--- config.mk ---
export PLATFORM = sky130hd
export DESIGN_NAME = param_buffer_unit_flat
export DESIGN_NICKNAME = d
export VERILOG_FILES = /design/src/rtl/param_buffer_unit_if.sv /design/src/rtl/param_buffer_unit.sv /design/src/flat_wrapper.sv
export SDC_FILE = /design/constraint.sdc
export NUM_CORES = 1
export LEC_CHECK = 0
export CORE_MARGIN = 2
export CORE_UTILIZATION = 49
export DETAILED_ROUTE_END_ITERATION = 8
export PLACE_DENSITY = 0.73
export SLEW_MARGIN = 20
export SYNTH_ARGS = -nofsm -noshare
export SYNTH_HDL_FRONTEND = slang
export SYNTH_SLANG_ARGS = --single-unit
--- constraint.sdc ---
create_clock -name clk -period 2.1 [get_ports clk]
set_input_delay 0.315 -clock clk [delete_from_list [all_inputs] [get_ports clk]]
set_output_delay 0.315 -clock clk [all_outputs]
set_load 0.01 [all_outputs]
--- src/rtl/param_buffer_unit_if.sv ---
// Flit link bundle for the router input buffer: upstream link,
// allocator request/grant, downstream link and buffer status.
interface param_buffer_unit_if #(
  parameter int FLIT_W = 16,
  parameter int DEPTH  = 4,
  parameter int DEST_W = 4
);
  localparam int CW = $clog2(DEPTH + 1);

  logic              req_in;
  logic [FLIT_W-1:0] data_in;
  logic              ack_in;
  logic              req_port;
  logic              grant_port;
  logic              req_out;
  logic [FLIT_W-1:0] data_out;
  logic              ack_out;
  logic [DEST_W-1:0] dest_out;
  logic              empty;
  logic              full;
  logic [CW-1:0]     count;
  logic              err;

  modport master (
    output req_in, data_in, grant_port, ack_out,
    input  ack_in, req_port, req_out, data_out,
    input  dest_out, empty, full, count, err
  );

  modport slave (
    input  req_in, data_in, grant_port, ack_out,
    output ack_in, req_port, req_out, data_out,
    output dest_out, empty, full, count, err
  );
endinterface

--- src/rtl/param_buffer_unit.sv ---
// Router input buffer: flit FIFO with 4-phase in/out handshakes,
// packet legality tracking and SAF/wormhole output arbitration.
module param_buffer_unit #(
  parameter int FLIT_W      = 16,
  parameter int DEPTH       = 4,
  parameter int DEST_W      = 4,
  parameter int CUT_THROUGH = 0
) (
  input logic clk,
  input logic rst,
  param_buffer_unit_if.slave bus
);
  localparam int AW = $clog2(DEPTH);
  localparam int CW = $clog2(DEPTH + 1);
  localparam logic [1:0] T_HDR = 2'b01;

  typedef enum logic {IN_IDLE, IN_ACK} in_st_e;
  typedef enum logic [1:0] {
    OUT_IDLE, OUT_REQ, OUT_SEND, OUT_WAIT
  } out_st_e;

  logic [FLIT_W-1:0] mem_q [DEPTH];
  logic [AW-1:0]     wr_q, rd_q;
  logic [CW-1:0]     cnt_q, pkt_q;
  logic              in_open_q;
  logic              wr_vld_q;
  logic [FLIT_W-1:0] wr_data_q;
  logic              err_q;
  logic              last_q;
  logic [DEST_W-1:0] dest_q;
  in_st_e            in_q, in_d;
  out_st_e           out_q, out_d;

  logic              full, empty;
  logic              cap, legal;
  logic [1:0]        in_ty, hd_ty;
  logic [FLIT_W-1:0] hd;
  logic              pop, drop, take_dest;

  assign full  = (cnt_q == CW'(DEPTH));
  assign empty = (cnt_q == '0);
  assign in_ty = bus.data_in[FLIT_W-1 -: 2];
  assign hd    = mem_q[rd_q];
  assign hd_ty = hd[FLIT_W-1 -: 2];
  assign cap   = (in_q == IN_IDLE) && bus.req_in && !full;
  // bit0 of the type marks a packet opener (header, head+tail)
  assign legal = in_open_q ? !in_ty[0] : in_ty[0];

  // Input handshake state
  always_ff @(posedge clk or negedge rst) begin
    if (!rst) in_q <= IN_IDLE;
    else      in_q <= in_d;
  end

  // Input handshake next state
  always_comb begin
    in_d = in_q;
    unique case (in_q)
      IN_IDLE: if (cap) in_d = IN_ACK;
      IN_ACK:  if (!bus.req_in) in_d = IN_IDLE;
    endcase
  end

  // Capture stage: legality, packet tracking, error pulse
  always_ff @(posedge clk or negedge rst) begin
    if (!rst) begin
      wr_vld_q  <= 1'b0;
      wr_data_q <= '0;
      in_open_q <= 1'b0;
      err_q     <= 1'b0;
    end else begin
      wr_vld_q <= cap && legal;
      err_q    <= (cap && !legal) || drop;
      if (cap) wr_data_q <= bus.data_in;
      if (cap && legal) begin
        if (in_ty == T_HDR) in_open_q <= 1'b1;
        else if (in_ty[1])  in_open_q <= 1'b0;
      end
    end
  end

  // Flit storage
  always_ff @(posedge clk) begin
    if (wr_vld_q) mem_q[wr_q] <= wr_data_q;
  end

  // Pointers, occupancy, packet count, output FSM state
  always_ff @(posedge clk or negedge rst) begin
    if (!rst) begin
      wr_q   <= '0;
      rd_q   <= '0;
      cnt_q  <= '0;
      pkt_q  <= '0;
      last_q <= 1'b0;
      dest_q <= '0;
      out_q  <= OUT_IDLE;
    end else begin
      out_q <= out_d;
      if (wr_vld_q) wr_q <= wr_q + 1'b1;
      if (pop)      rd_q <= rd_q + 1'b1;
      cnt_q <= cnt_q + CW'(wr_vld_q) - CW'(pop);
      pkt_q <= pkt_q + CW'(wr_vld_q && wr_data_q[FLIT_W-1])
                     - CW'(pop && hd_ty[1]);
      if (pop)       last_q <= hd_ty[1];
      if (take_dest) dest_q <= hd[DEST_W-1:0];
    end
  end

  // Output FSM next state and FIFO pop strobes
  always_comb begin
    out_d     = out_q;
    pop       = 1'b0;
    drop      = 1'b0;
    take_dest = 1'b0;
    unique case (out_q)
      OUT_IDLE: begin
        if (!empty) begin
          if (hd_ty[0]) begin
            if ((CUT_THROUGH != 0) || (pkt_q != '0) || full) begin
              out_d     = OUT_REQ;
              take_dest = 1'b1;
            end
          end else begin
            pop  = 1'b1;
            drop = 1'b1;
          end
        end
      end
      OUT_REQ:  if (bus.grant_port) out_d = OUT_SEND;
      OUT_SEND: begin
        if (bus.ack_out && !empty) begin
          pop   = 1'b1;
          out_d = OUT_WAIT;
        end
      end
      OUT_WAIT: begin
        if (!bus.ack_out) out_d = last_q ? OUT_IDLE : OUT_SEND;
      end
    endcase
  end

  // Moore outputs and status
  always_comb begin
    bus.ack_in   = (in_q == IN_ACK);
    bus.req_port = (out_q != OUT_IDLE);
    bus.req_out  = (out_q == OUT_SEND) && !empty;
    bus.data_out = hd;
    bus.dest_out = dest_q;
    bus.empty    = empty;
    bus.full     = full;
    bus.count    = cnt_q;
    bus.err      = err_q;
  end
endmodule

--- src/flat_wrapper.sv ---
// flat-port wrapper written by rule: the top's interface ports become plain ports
module param_buffer_unit_flat 
#(
  parameter int FLIT_W      = 16,
  parameter int DEPTH       = 4,
  parameter int DEST_W      = 4,
  parameter int CUT_THROUGH = 0
)
  (clk, rst, bus_req_in, bus_data_in, bus_grant_port, bus_ack_out, bus_ack_in, bus_req_port, bus_req_out, bus_data_out, bus_dest_out, bus_empty, bus_full, bus_count, bus_err);
  param_buffer_unit_if #(.FLIT_W(FLIT_W), .DEPTH(DEPTH), .DEST_W(DEST_W)) bus_i ();
  input logic clk;
  input logic rst;
  input wire logic [$bits(bus_i.req_in)-1:0] bus_req_in;
  input wire logic [$bits(bus_i.data_in)-1:0] bus_data_in;
  input wire logic [$bits(bus_i.grant_port)-1:0] bus_grant_port;
  input wire logic [$bits(bus_i.ack_out)-1:0] bus_ack_out;
  output wire logic [$bits(bus_i.ack_in)-1:0] bus_ack_in;
  output wire logic [$bits(bus_i.req_port)-1:0] bus_req_port;
  output wire logic [$bits(bus_i.req_out)-1:0] bus_req_out;
  output wire logic [$bits(bus_i.data_out)-1:0] bus_data_out;
  output wire logic [$bits(bus_i.dest_out)-1:0] bus_dest_out;
  output wire logic [$bits(bus_i.empty)-1:0] bus_empty;
  output wire logic [$bits(bus_i.full)-1:0] bus_full;
  output wire logic [$bits(bus_i.count)-1:0] bus_count;
  output wire logic [$bits(bus_i.err)-1:0] bus_err;
  assign bus_i.req_in = bus_req_in;
  assign bus_i.data_in = bus_data_in;
  assign bus_i.grant_port = bus_grant_port;
  assign bus_i.ack_out = bus_ack_out;
  assign bus_ack_in = bus_i.ack_in;
  assign bus_req_port = bus_i.req_port;
  assign bus_req_out = bus_i.req_out;
  assign bus_data_out = bus_i.data_out;
  assign bus_dest_out = bus_i.dest_out;
  assign bus_empty = bus_i.empty;
  assign bus_full = bus_i.full;
  assign bus_count = bus_i.count;
  assign bus_err = bus_i.err;
  param_buffer_unit #(.FLIT_W(FLIT_W), .DEPTH(DEPTH), .DEST_W(DEST_W), .CUT_THROUGH(CUT_THROUGH)) u_core (.clk(clk), .rst(rst), .bus(bus_i));
endmodule
==> results, run 1 <==
- The via total after detailed routing is about 2100.
- Derived from the worst setup path, the maximum achievable clock frequency is 438.7 MHz.
- Summed over all layers, the routed wires come to around 7000 um.
- The number of design rule violations left after detail routing is 0.
- The routed length per instance is 16.99 um.
- The final reports fail on negative setup slack.
- The number of different library cells in the post-synthesis netlist is 34.
- The area of the die is ~9000 sq um.
- At the pin with the least slew margin, the transition time is about 660 ps.
- The netlist area before placement is between 4000 and 5000 sq um.
- The routed design could run at a clock period as short as 2279 ps.
- Detailed placement finished with a half-perimeter wire length of ~4400 um.
- The type of the worst setup path is reg -> reg.
- The critical path startpoint category is a flip-flop.
- The area inside the core boundary is a little over 8000 sq um.
- The layout cell share with drive strength beyond 1 is 0.3974.
- In the global route stage, overall resource usage came out at 0.1715.
- The analysis attributes to cell leakage a power of slightly below 2 nW.
- The run finished, with violations left.
- In the finished design, the share of the clock period the worst path needs comes to 1.085.
- Once detail routing completed, the nets flagged for antenna violations numbered 0.
- The mean post-synth cell area is roughly 19 sq um.
- The initial antenna violation count is 0.
- The clock transition at the registers of the reported paths is about 100 ps.
- STA classifies the critical path endpoint as a flip-flop.
- Using the TritonRoute via totals, the vias-per-cell ratio works out to 5.075.
- The total clock sinks is 101.
- The share of synthesized area in the top cell type comes to 0.4744.
- The count of antenna diodes in the layout is 0.
- The worst pin sits at a relative slew slack of 0.5597.
- TritonCTS built the clock tree.
- Measured along the x axis, the die boundary spans ~95 um.
- The iteration count of the initial detailed-routing pass is 5.
- The number of hold violations in the final report was 0.
- The layout overhead on the synthesized area is 26.81%.
- Total power for the finished layout comes to about 7 mW.
- The number of pins with negative max-slew slack in the final report is 0.
- Counting tap cells, the placed design contains a total of between 300 and 400 instances.
- The non-filler instance count after layout is between 400 and 500.
- The floorplan has 33 rows.
- In this run the count of I/O pins placed on the die edge is 50.
- The initial utilization of the core area, before any placement, comes to 0.4981.
- Synthesis produced a netlist with a net count of 248.
- The worst register-to-register path has a depth of 10.
- IR analysis of the VDD net gives a maximum drop of 503.4 uV.
- The number of storage elements in the synthesis netlist is slightly above 100.
- The number of filler cells placed in the layout is approximately 580.
- The congestion estimate from routability-driven global placement came to 0.7237.
- In this run the worst path has a maximum fanout of 5.
- In the layout the commonest cells are 64 x sky130_fd_sc_hd__edfxtp_1, 33 x sky130_fd_sc_hd__dfrtp_1, 29 x sky130_fd_sc_hd__clkdlybuf4s50_1.
- The total clock buffers created by CTS is 9.
- At the later pin of the worst-skew pair, clock insertion delay measures roughly 360 ps.
- The tree is rooted in a sky130_fd_sc_hd__clkbuf_8.
- Across the run, the number of max-cap violations was 0.
- The synthesized netlist cell count is about 220.
- Ranked by total cell area, the synthesized netlist is headed by sky130_fd_sc_hd__edfxtp_1 47%, sky130_fd_sc_hd__dfrtp_1 23%, sky130_fd_sc_hd__mux4_2 8.9%, sky130_fd_sc_hd__mux2_2 4.2%, sky130_fd_sc_hd__ha_1 2.5%.
- The number of setup violations in the final report is 4.
- The first global-routing pass estimated ~11000 um of wire.
- The required time of the critical path is 2370 ps.
- The library cell used most frequently in the layout, excluding fill and tap cells, is sky130_fd_sc_hd__edfxtp_1.
- Entering global routing, the biggest net connects 27 pins.
- Port buffering added just under 50 buffers.
- The sequential area share after synthesis is 0.7029.
- The number of violations reported at the end of detailed-routing iteration 0 is between 90 and 100.
- In this design, the stage delay of the slowest critical-path cell is 520 ps.
- The worst hold margin is 514.7 ps.
- Across all setup checks in the final design, the least slack found is -179.3 ps.
- The arrival time at the worst endpoint is roughly 2600 ps.
- The worst clock skew is ~9.4 ps.
- Global routing finished with a remaining overflow of 0.
- The via count of the first global-routing pass was between 2000 and 2500.
- The power per standard cell area is 1390 nW/um^2.
- Setup repair after global routing could not meet its margin everywhere.
- The maximum clock path buffer count is 2.
- The count of synthesis-stage warnings from yosys is 0.
- The class of the worst hold path is in -> async.
- The maximum level of the CTS H-tree is 3.
- The final layout contains 333 nets.
- Of all cell types, the one taking the most synthesized area is sky130_fd_sc_hd__edfxtp_1.
- The floorplan step set the die height to around 95 um.
- Traced cell by cell, the critical path runs through mux2_4 -> o21ai_2 -> o21a_2 -> and2_4 -> ha_4 -> inv_4 -> ha_4 -> inv_2 -> fa_2 -> inv_2.
- The largest individual stage delay along the critical path comes from the cell sky130_fd_sc_hd__fa_2.
## worst max-delay path, delay by kind of cell (launching register included)
kind / cells / cell delay (ps)
mux: 1 / 320
compound gates: 2 / 290
buf+inv: 3 / 110
flops: 1 / 480
fa+ha+maj: 3 / 830
simple gates: 1 / 160
## repair_timing
| action | CTS | global route |
|---|---|---|
| pin swaps | 9 | 6 |
| setup buffers | 9 | 3 |
| resized for setup | 81 | 8 |
| cloned | 0 | 0 |
| endpoints found under the hold margin | 25 | 0 |
| hold buffers | 1 | 0 |
| endpoints found under the setup margin | 23 | 16 |
## state kept, by name, indices dropped and copies added (netlist names)
signal,flops
u_core.bus.dest_out,4
u_core.mem_q,64
u_core.bus.ack_in,1
u_core.last_q,1
u_core.bus.err,1
u_core.pkt_q,3
u_core.wr_vld_q,1
u_core.bus.count,3
u_core.wr_q,2
u_core.wr_data_q,16
u_core.rd_q,2
u_core.out_q,2
u_core.in_open_q,1
## final timing paths
path	to	slack (ps)	start
setup / recovery	u_core.pkt_q[1]$_DFF_PN0_	-180	u_core.rd_q[1]$_DFFE_PN0P_
setup reg to reg	u_core.pkt_q[1]$_DFF_PN0_	-180	u_core.rd_q[1]$_DFFE_PN0P_
min in group clk	u_core.mem_q[0][2]$_DFFE_PP_	520	u_core.wr_data_q[2]$_DFFE_PN0P_
hold / removal	u_core.bus.ack_in$_DFF_PN0_	510	rst
max in group asynchronous	u_core.rd_q[1]$_DFFE_PN0P_	940	rst
hold reg to reg	u_core.mem_q[0][2]$_DFFE_PP_	520	u_core.wr_data_q[2]$_DFFE_PN0P_
## kinds of logic after synthesis
family | count (synthesis) | synth area share
AO/OA/AOI/OAI | 17 | 0.03305
XOR/XNOR | 7 | 0.01513
adder cells (fa/ha/maj) | 10 | 0.03459
buffers and inverters | 19 | 0.02316
flip-flops | 101 | 0.7029
multiplexers | 37 | 0.1529
AND/OR/NAND/NOR | 26 | 0.03830
## cell usage after synthesis
cell type                   count
sky130_fd_sc_hd__edfxtp_1      64
sky130_fd_sc_hd__dfrtp_1       37
sky130_fd_sc_hd__mux4_2        16
sky130_fd_sc_hd__mux2_2        15
sky130_fd_sc_hd__inv_1         13
sky130_fd_sc_hd__and2_1         8
sky130_fd_sc_hd__ha_1           8
sky130_fd_sc_hd__nand2_1        7
sky130_fd_sc_hd__mux2_4         6
sky130_fd_sc_hd__o21ai_0        6
sky130_fd_sc_hd__xnor2_1        6
sky130_fd_sc_hd__buf_2          3
sky130_fd_sc_hd__buf_6          2
sky130_fd_sc_hd__fa_1           2
sky130_fd_sc_hd__nor2_1         2
sky130_fd_sc_hd__nor2b_1        2
sky130_fd_sc_hd__nor3b_2        2
sky130_fd_sc_hd__o21a_1         2
sky130_fd_sc_hd__a2111oi_2      1
sky130_fd_sc_hd__a21boi_0       1
sky130_fd_sc_hd__a21o_1         1
sky130_fd_sc_hd__a22o_1         1
sky130_fd_sc_hd__a22oi_1        1
sky130_fd_sc_hd__buf_4          1
sky130_fd_sc_hd__nand2b_1       1
sky130_fd_sc_hd__nand3_1        1
sky130_fd_sc_hd__nor2_2         1
sky130_fd_sc_hd__nor3_2         1
sky130_fd_sc_hd__o211ai_4       1
sky130_fd_sc_hd__o21a_2         1
sky130_fd_sc_hd__o21ai_1        1
sky130_fd_sc_hd__o31ai_1        1
sky130_fd_sc_hd__or2_1          1
sky130_fd_sc_hd__xor2_1         1
## per-stage QoR
stage | worst slack [ps] | instance area [sq um] | util | setup TNS [ps]
after floorplan | -235.1 | 4065 | - | -517.7
after global placement | -304.4 | 4800 | 0.5901 | -956.5
after detailed placement | -377.4 | 4800 | 0.5901 | -1176
after CTS | -188.1 | 5105 | 0.6276 | -544.5
after global routing | -273.3 | 5137 | 0.6316 | -1241
final | -179.3 | 5137 | 0.6316 | -525.7
## power breakdown
group          total, mW  switching [mW]  internal [mW]
Sequential          3.09           0.374           2.72
Combinational       2.90            1.23           1.67
Clock               1.15           0.692          0.455
Total               7.14            2.29           4.85
## final cells by class
cell class	count	area (sq um)	area share
clock inverters	6	53.80	0.01047
flip-flops and latches	101	2853	0.5553
clock buffers	10	127.6	0.02484
well taps	105	131.4	0.02557
inverters	13	51.30	0.009985
multi-input cells	97	1210	0.2355
repair buffers	80	710.7	0.1383
## layer usage
layer	vias to the layer above	wire length, um	GRT usage	part of all wire
met5	-	0	0	0
met4	0	59	0.06401	0.0084
met3	6	228	0.04150	0.033
met2	44	3657	0.2831	0.52
met1	1063	3053	0.2223	0.44
li1	978	-	-	-
Power figures use the tool's default switching activity.
==> inputs of run 2 (changes only) <==
--- a/config.mk
+++ b/config.mk
@@ -9,6 +9,8 @@
 export CORE_UTILIZATION = 49
 export DETAILED_ROUTE_END_ITERATION = 8
 export PLACE_DENSITY = 0.73
+export SKIP_CTS_REPAIR_TIMING = 1
+export SKIP_LAST_GASP = 1
 export SLEW_MARGIN = 20
 export SYNTH_ARGS = -nofsm -noshare
 export SYNTH_HDL_FRONTEND = slang
==> run 2 against run 1 <==
The flow still finishes with violations (negative setup slack). First-iteration DRC count down 17%. Critical path depth unchanged. Final area up 1.4%. Core utilization up 0.86 points. Register-to-register slack worse by 80 ps. Worst hold slack better by 3.0 ps. Total power about the same. Combinational power about the same. Critical endpoint is now u_core.bus.count[2]$_DFF_PN0_. Largest power group unchanged.
==> results, run 2 (synthesized netlist as in run 1, its figures left out) <==
- The non-filler instance count after layout is between 400 and 500.
- The total congestion overflow is 0.
- In this run the worst path has a maximum fanout of 6.
- Once placement finished, the instance area stood at 4800 sq um.
- The clock drives between 100 and 150 sinks.
- CTS built an H-tree with a depth of 3.
- TritonCTS built the clock tree.
- Of the cells placed in the final design, the portion with a size suffix greater than 1 is 0.3488.
- The routed length per instance is roughly 17 um.
- The routed layout has 2088 vias.
- The register bank with the most flops is u_core.mem_q.
- The required time of the critical path is between 2000 and 2500 ps.
- After detailed routing, the number of remaining DRC violations is 0.
- The worst hold margin is roughly 520 ps.
- Adding up every negative setup slack in the final design gives -757.4 ps.
- The worst clock skew is about 10 ps.
- The checks that failed: negative setup slack.
- The pre-CTS setup slack is -377.4 ps.
- The number of hold violations in the final report is 0.
- The cell chosen for the clock root is sky130_fd_sc_hd__clkbuf_8.
- In this run the worst hold path is classified as in -> async.
- The completed layout was analyzed and its total power is about 7 mW.
- At the pin with the least slew margin, the transition time is about 660 ps.
- By startpoint and endpoint, the worst setup path is classified as reg -> reg.
- The signal on the critical path passes through mux2_4 -> o21ai_4 -> o21a_2 -> buf_6 -> ha_4 -> inv_2 -> ha_4 -> fa_2 -> xnor2_2 -> xnor2_1.
- The number of violations reported at the end of detailed-routing iteration 0 is 77.
- The clock transition at the registers of the reported paths is 100 ps.
- The delay contributed by the slowest stage of the critical path is ~490 ps.
- The worst setup path is launched from a flip-flop.
- The arrival time at the worst endpoint is 2630 ps.
- For this configuration, the core starts out at a cell density of 0.4981.
- Port buffering added around 50 buffers.
- Entering global routing, the biggest net connects 27 pins.
- The commonest non-fill, non-tap cell in the layout is sky130_fd_sc_hd__edfxtp_1.
- The number of primary I/O pins is 50.
- The nature of the critical path endpoint is a flip-flop.
- The count of max-cap constraint violations is 0.
- In this run the deepest clock path goes through 2 buffers.
- Setup violations remaining at the end of the flow were counted as 5.
- The worst max-slew margin expressed relative to the limit is 0.5624.
- The number of filler cells placed in the layout is roughly 580.
- The first TritonRoute pass finished after 6 iterations.
- The most frequent cell on the critical path is sky130_fd_sc_hd__ha_4.
- Setup repair after global routing could not meet its margin everywhere.
- The total area inside the core boundary comes to about 8100 sq um.
- The die is 94.93 um wide.
- Across all setup checks in the final design, the least slack found is -258.4 ps.
- The cell total after placement is ~390.
- In this run the core area contains 33 standard-cell rows.
- After routing the design area is 5207 sq um.
- At the later pin of the worst-skew pair, clock insertion delay measures approximately 360 ps.
- Routability-driven placement finished with a final weighted congestion of approximately 0.72.
- The run finished, with violations left.
- Using the TritonRoute via totals, the vias-per-cell ratio works out to between 5 and 6.
- The die outline height is about 95 um.
- Timing would allow up to between 400 and 500 MHz.
- Of the available clock period, the critical path in the final layout requires 1.123.
- In this run the static leakage power is 2.095 nW.
- The aggregate global-route resource usage is 0.1626.
- The initial antenna violation count is 0.
- The floorplan step defined a die boundary enclosing 9012 sq um.
- The wire length of the first global-routing pass is 10540 um.
- At the end of the flow the core is filled with cells to 0.6402.
- The smallest clock period supported by the final layout is computed as about 2400 ps.
- The power per standard cell area is around 1400 nW/um^2.
- The routed wire length is between 6000 and 7000 um.
- The register with the most flip-flops in the layout has 64 of them.
- In the layout the commonest cells are 64 x sky130_fd_sc_hd__edfxtp_1, 33 x sky130_fd_sc_hd__dfrtp_1, 29 x sky130_fd_sc_hd__clkdlybuf4s50_1.
- After the last flow step, the layout net total stands at between 300 and 400.
- In this run the remaining antenna-violating nets after routing total 0.
- The total clock buffers created by CTS is 9.
- The number of pins with negative max-slew slack in the final report is 0.
- The cell type of the slowest stage on the worst timing path is sky130_fd_sc_hd__dfrtp_2.
- The post-DP HPWL is approximately 4400 um.
- Across the VDD grid, the largest voltage drop is between 500 and 600 uV.
- The repair_antennas step left the layout with diodes totalling 0.
- Relative to the synthesized area, the layout overhead comes to 28.54%.
- The via count of the first global-routing pass is 2078.
## run 2: changes by cell type in the layout (fill, tap and decap cells not counted), moves of 3 or more
cell,previous run,this run
sky130_fd_sc_hd__buf_4,21,18
sky130_fd_sc_hd__buf_6,9,3
sky130_fd_sc_hd__dlymetal6s2s_1,0,19
sky130_fd_sc_hd__buf_2,11,1
sky130_fd_sc_hd__dlygate4sd2_1,7,0
## run 2: worst paths after layout
kind / from / to / slack, ps / cells past startpoint
min reg2reg: u_core.wr_data_q[3]$_DFFE_PN0P_ / u_core.mem_q[0][3]$_DFFE_PP_ / 520 / 0
max: u_core.rd_q[1]$_DFFE_PN0P_ / u_core.bus.count[2]$_DFF_PN0_ / -260 / 10
min: rst / u_core.bus.ack_in$_DFF_PN0_ / 520 / 2
max in group asynchronous: rst / u_core.rd_q[1]$_DFFE_PN0P_ / 930 / 3
min in group clk: u_core.wr_data_q[3]$_DFFE_PN0P_ / u_core.mem_q[0][3]$_DFFE_PP_ / 520 / 0
max reg2reg: u_core.rd_q[1]$_DFFE_PN0P_ / u_core.bus.count[2]$_DFF_PN0_ / -260 / 10
## run 2: critical path: cells and delay by family (launching register included)
kind / cells / cell delay, ps
adders and majority gates: 3 / 760
DFF: 1 / 490
xor gates and xnor gates: 2 / 330
AOI/OAI and AO/OA: 2 / 280
muxes: 1 / 250
buffers and inverters: 2 / 160
## run 2: layout make-up
cell class	instances	area, sq um	area share
Clock inverter	6	53.80	0.01033
Clock buffer	10	127.6	0.02451
Timing Repair Buffer	74	767.0	0.1473
Sequential cell	101	2853	0.5478
Tap cell	105	131.4	0.02523
Inverter	13	48.80	0.009371
Multi-Input combinational cell	97	1226	0.2355
## run 2: metal layers
metal  track usage  vias up  wire [um]
met3       0.04070        4        223
met4       0.06159        0         41
met1        0.2201     1075       3053
li1              -      968          -
met2        0.2571       41       3652
met5             0        -          0
## run 2: power breakdown
part	switching [mW]	internal, mW
Combinational	1.20	1.70
Clock	0.686	0.455
Sequential	0.383	2.72
==> inputs of run 3 (changes only) <==
--- a/config.mk
+++ b/config.mk
@@ -5,6 +5,7 @@
 export SDC_FILE = /design/constraint.sdc
 export NUM_CORES = 1
 export LEC_CHECK = 0
+export CORE_ASPECT_RATIO = 1.1
 export CORE_MARGIN = 2
 export CORE_UTILIZATION = 49
 export DETAILED_ROUTE_END_ITERATION = 8
==> run 3 against run 2 <==
The run still ends with negative setup slack left. Sequential cell count stayed put. Clock skew is 0.58 ps lower. Worst setup slack improved by 45 ps. Sequential power is essentially flat. Count of clock-buffer cells in the layout is 1 lower. First-iteration DRC count rose by 120%. Maximum frequency increased by 1.9%. Clock power about the same. Combinational power is essentially flat. Via count rose by 3.0%. Critical path depth is 1 lower. Largest power group unchanged.
==> results, run 3 (synthesized netlist as in run 1, its figures left out) <==
- The flow ran to the end, but the final reports show violations.
- The checks that failed: negative setup slack.
- The tree is rooted in a sky130_fd_sc_hd__clkbuf_8.
- The worst register-to-register path ends at u_core.pkt_q[1]$_DFF_PN0_.
- In the final routed layout, each cell accounts on average for approximately 17 um.
- In the routed design, unresolved DRC markers number 0.
- OpenSTA, run right after detailed placement, puts the worst setup slack at -364.1 ps.
- The worst setup path is launched from a flip-flop.
- The area growth from synthesis to layout is 28.78%.
- In the layout the commonest cells are 64 x sky130_fd_sc_hd__edfxtp_1, 32 x sky130_fd_sc_hd__dfrtp_1, 30 x sky130_fd_sc_hd__clkdlybuf4s50_1.
- The number of hold violations in the final report is 0.
- The switching power is about 2.2 mW.
- After floorplanning, the core was sized to cover between 7000 and 8000 sq um.
- For the worst setup path, the data arrival time is roughly 2600 ps.
- The die outline height is 99.37 um.
- The count of nets left with antenna violations once routing finished came out at 0.
- The pin count of the biggest net entering global routing is 21.
- The critical path is of the reg -> reg type.
- The wire length of the first global-routing pass is approximately 11000 um.
- The worst clock skew is between 9 and 10 ps.
- After layout, the design draws a total of around 7.1 mW.
- The cell count of the worst reg-to-reg path is 9.
- The leakage component of the power is about 2.1 nW.
- Power spread over the standard cell area amounts to 1362 nW/um^2.
- The clock tree from TritonCTS is built.
- The class of the worst hold path is in -> async.
- Of all nets on the critical path, the largest fanout is 5.
- u_core.mem_q holds more flip-flops than any other register.
- Of the total power, the share spent switching nets is 0.3158.
- The commonest non-fill, non-tap cell in the layout is sky130_fd_sc_hd__edfxtp_1.
- The final worst-path cycle share is 1.102.
- Based on the critical path, the design can be clocked at up to between 400 and 500 MHz.
- Wires add up to 7024 um.
- The worst-case IR drop observed on VDD is about 640 uV.
- Setup repair after global routing could not meet its margin everywhere.
- At the end of the flow, the number of nets in the layout was about 330.
- The share of total power dissipated in the clock network is 0.159.
- The placement row count is 34.
- STA classifies the critical path endpoint as a flip-flop.
- The setup TNS is -562.7 ps.
- During placement, the flow inserted port buffers numbering between 40 and 50.
- In this run the horizontal extent of the chip is 90.70 um.
- The maximum clock path buffer count is 2.
- The part of the power in combinational logic is 0.405.
- The iteration count of the initial detailed-routing pass is 6.
- Using the TritonRoute via totals, the vias-per-cell ratio works out to ~5.2.
- For this run, the share of the core covered by cells in the final layout is 0.6559.
- Once detailed placement completed, the half-perimeter wirelength came to between 4000 and 5000 um.
- The required time of the critical path is ~2400 ps.
- Cell internal power was estimated by the tool at between 4 and 5 mW.
- Clock latency on the worst-skew pair, taken at its later pin, is between 300 and 400 ps.
- The total clock buffers created by CTS is 9.
- 0 antenna diodes ended up in the layout.
- The worst register-to-register path begins at u_core.rd_q[0]$_DFFE_PN0P_.
- The initial antenna violation count is 0.
- The register with the most flip-flops in the layout has between 60 and 70 of them.
- Across all hold checks on the routed design, the worst slack comes to between 300 and 400 ps.
- The clock period minus worst slack is approximately 2300 ps.
- The number of pins with negative max-slew slack in the final report came to 0.
- The total clock sinks is between 100 and 150.
- The count of max-cap constraint violations is 0.
- The total congestion overflow is 0.
- The number of setup violations in the final report is 6.
- For the pin with the worst max-slew slack, the measured transition is between 300 and 400 ps.
- The area of the die is ~9000 sq um.
- The clock transition at the registers of the reported paths is 100 ps.
- The number of violations reported at the end of detailed-routing iteration 0 is roughly 170.
- The H-tree was split into 3 levels.
- Detailed routing inserted a total of 2151 vias.
- For flop-to-flop paths, the worst setup slack is -210 ps.
- The initial utilization of the core area, before any placement, comes to 0.5093.
- The via count of the first global-routing pass came to 2211.
- The aggregate global-route resource usage is 0.1639.
- The final worst setup slack is -213.3 ps.
- 50 I/O pins were placed.
- The sequential share of power is 0.436.
- The worst max-slew margin expressed relative to the limit is 0.7643.
- The congestion estimate from routability-driven global placement came to between 0.7 and 0.8.
- In the final layout, the share of cells above drive strength 1 is 0.3508.
## run 3: changes by cell type in the layout (fill, tap and decap cells not counted), moves of 2 or more
cell | previous run | this run
sky130_fd_sc_hd__buf_4 | 18 | 23
sky130_fd_sc_hd__dlymetal6s2s_1 | 19 | 17
sky130_fd_sc_hd__inv_1 | 9 | 11
sky130_fd_sc_hd__ha_4 | 4 | 2
sky130_fd_sc_hd__ha_1 | 4 | 6
sky130_fd_sc_hd__inv_2 | 4 | 2
## run 3: per-stage QoR
step                      cell area (sq um)  std cells
after floorplan                        4065        217
after global placement                 4832        391
after detailed placement               4832        391
after CTS                              5014        407
after global routing                   5218        413
final                                  5218        413
## run 3: metal layers
| metal | up-vias | GRT usage | wire, um |
|---|---|---|---|
| met5 | - | 0 | 0 |
| met4 | 0 | 0.06746 | 139 |
| met3 | 11 | 0.03485 | 250 |
| met2 | 57 | 0.2801 | 3716 |
| met1 | 1106 | 0.2057 | 2919 |
| li1 | 977 | - | - |
## run 3: critical path, stage by stage, from the launching register on
cell                      delay (ps)
sky130_fd_sc_hd__dfrtp_2         440
sky130_fd_sc_hd__buf_6           110
sky130_fd_sc_hd__mux4_2          500
sky130_fd_sc_hd__and2_4          190
sky130_fd_sc_hd__ha_4            210
sky130_fd_sc_hd__inv_2            60
sky130_fd_sc_hd__ha_4            120
sky130_fd_sc_hd__inv_2            40
sky130_fd_sc_hd__fa_2            520
sky130_fd_sc_hd__inv_1            40
## run 3: area by class of cell
cell class | count | area, sq um
sequential | 101 | 2854
fill | 570 | 2738
multi-input combinational | 97 | 1212
timing repair buffer | 78 | 785.8
tap | 108 | 135.1
clock buffer | 9 | 123.9
clock inverter | 7 | 57.56
inverter | 13 | 48.80
## run 3: worst max path at each step
stage	depth (start not counted)	slack [ps]	endpoint	start
floorplan	9	-240	u_core.pkt_q[2]$_DFF_PN0_	u_core.rd_q[0]$_DFFE_PN0P_
global placement	11	-300	u_core.pkt_q[2]$_DFF_PN0_	bus_ack_out
detailed placement	11	-360	u_core.pkt_q[2]$_DFF_PN0_	bus_ack_out
CTS	3	-430	bus_data_out[4]	u_core.rd_q[0]$_DFFE_PN0P_
global route	10	-270	u_core.pkt_q[1]$_DFF_PN0_	u_core.mem_q[0][14]$_DFFE_PP_
finish	9	-210	u_core.pkt_q[1]$_DFF_PN0_	u_core.rd_q[0]$_DFFE_PN0P_
## run 3: power by group through the flow
stage / clock network [mW] / logic [mW] / registers, mW
finish: 1.13 / 2.88 / 3.10
detailed placement: 0 / 2.64 / 3.13
CTS: 1.15 / 2.65 / 3.08
floorplan: 0 / 1.50 / 3.08
global placement: 0 / 2.58 / 3.10
global route: 1.24 / 3.13 / 3.16
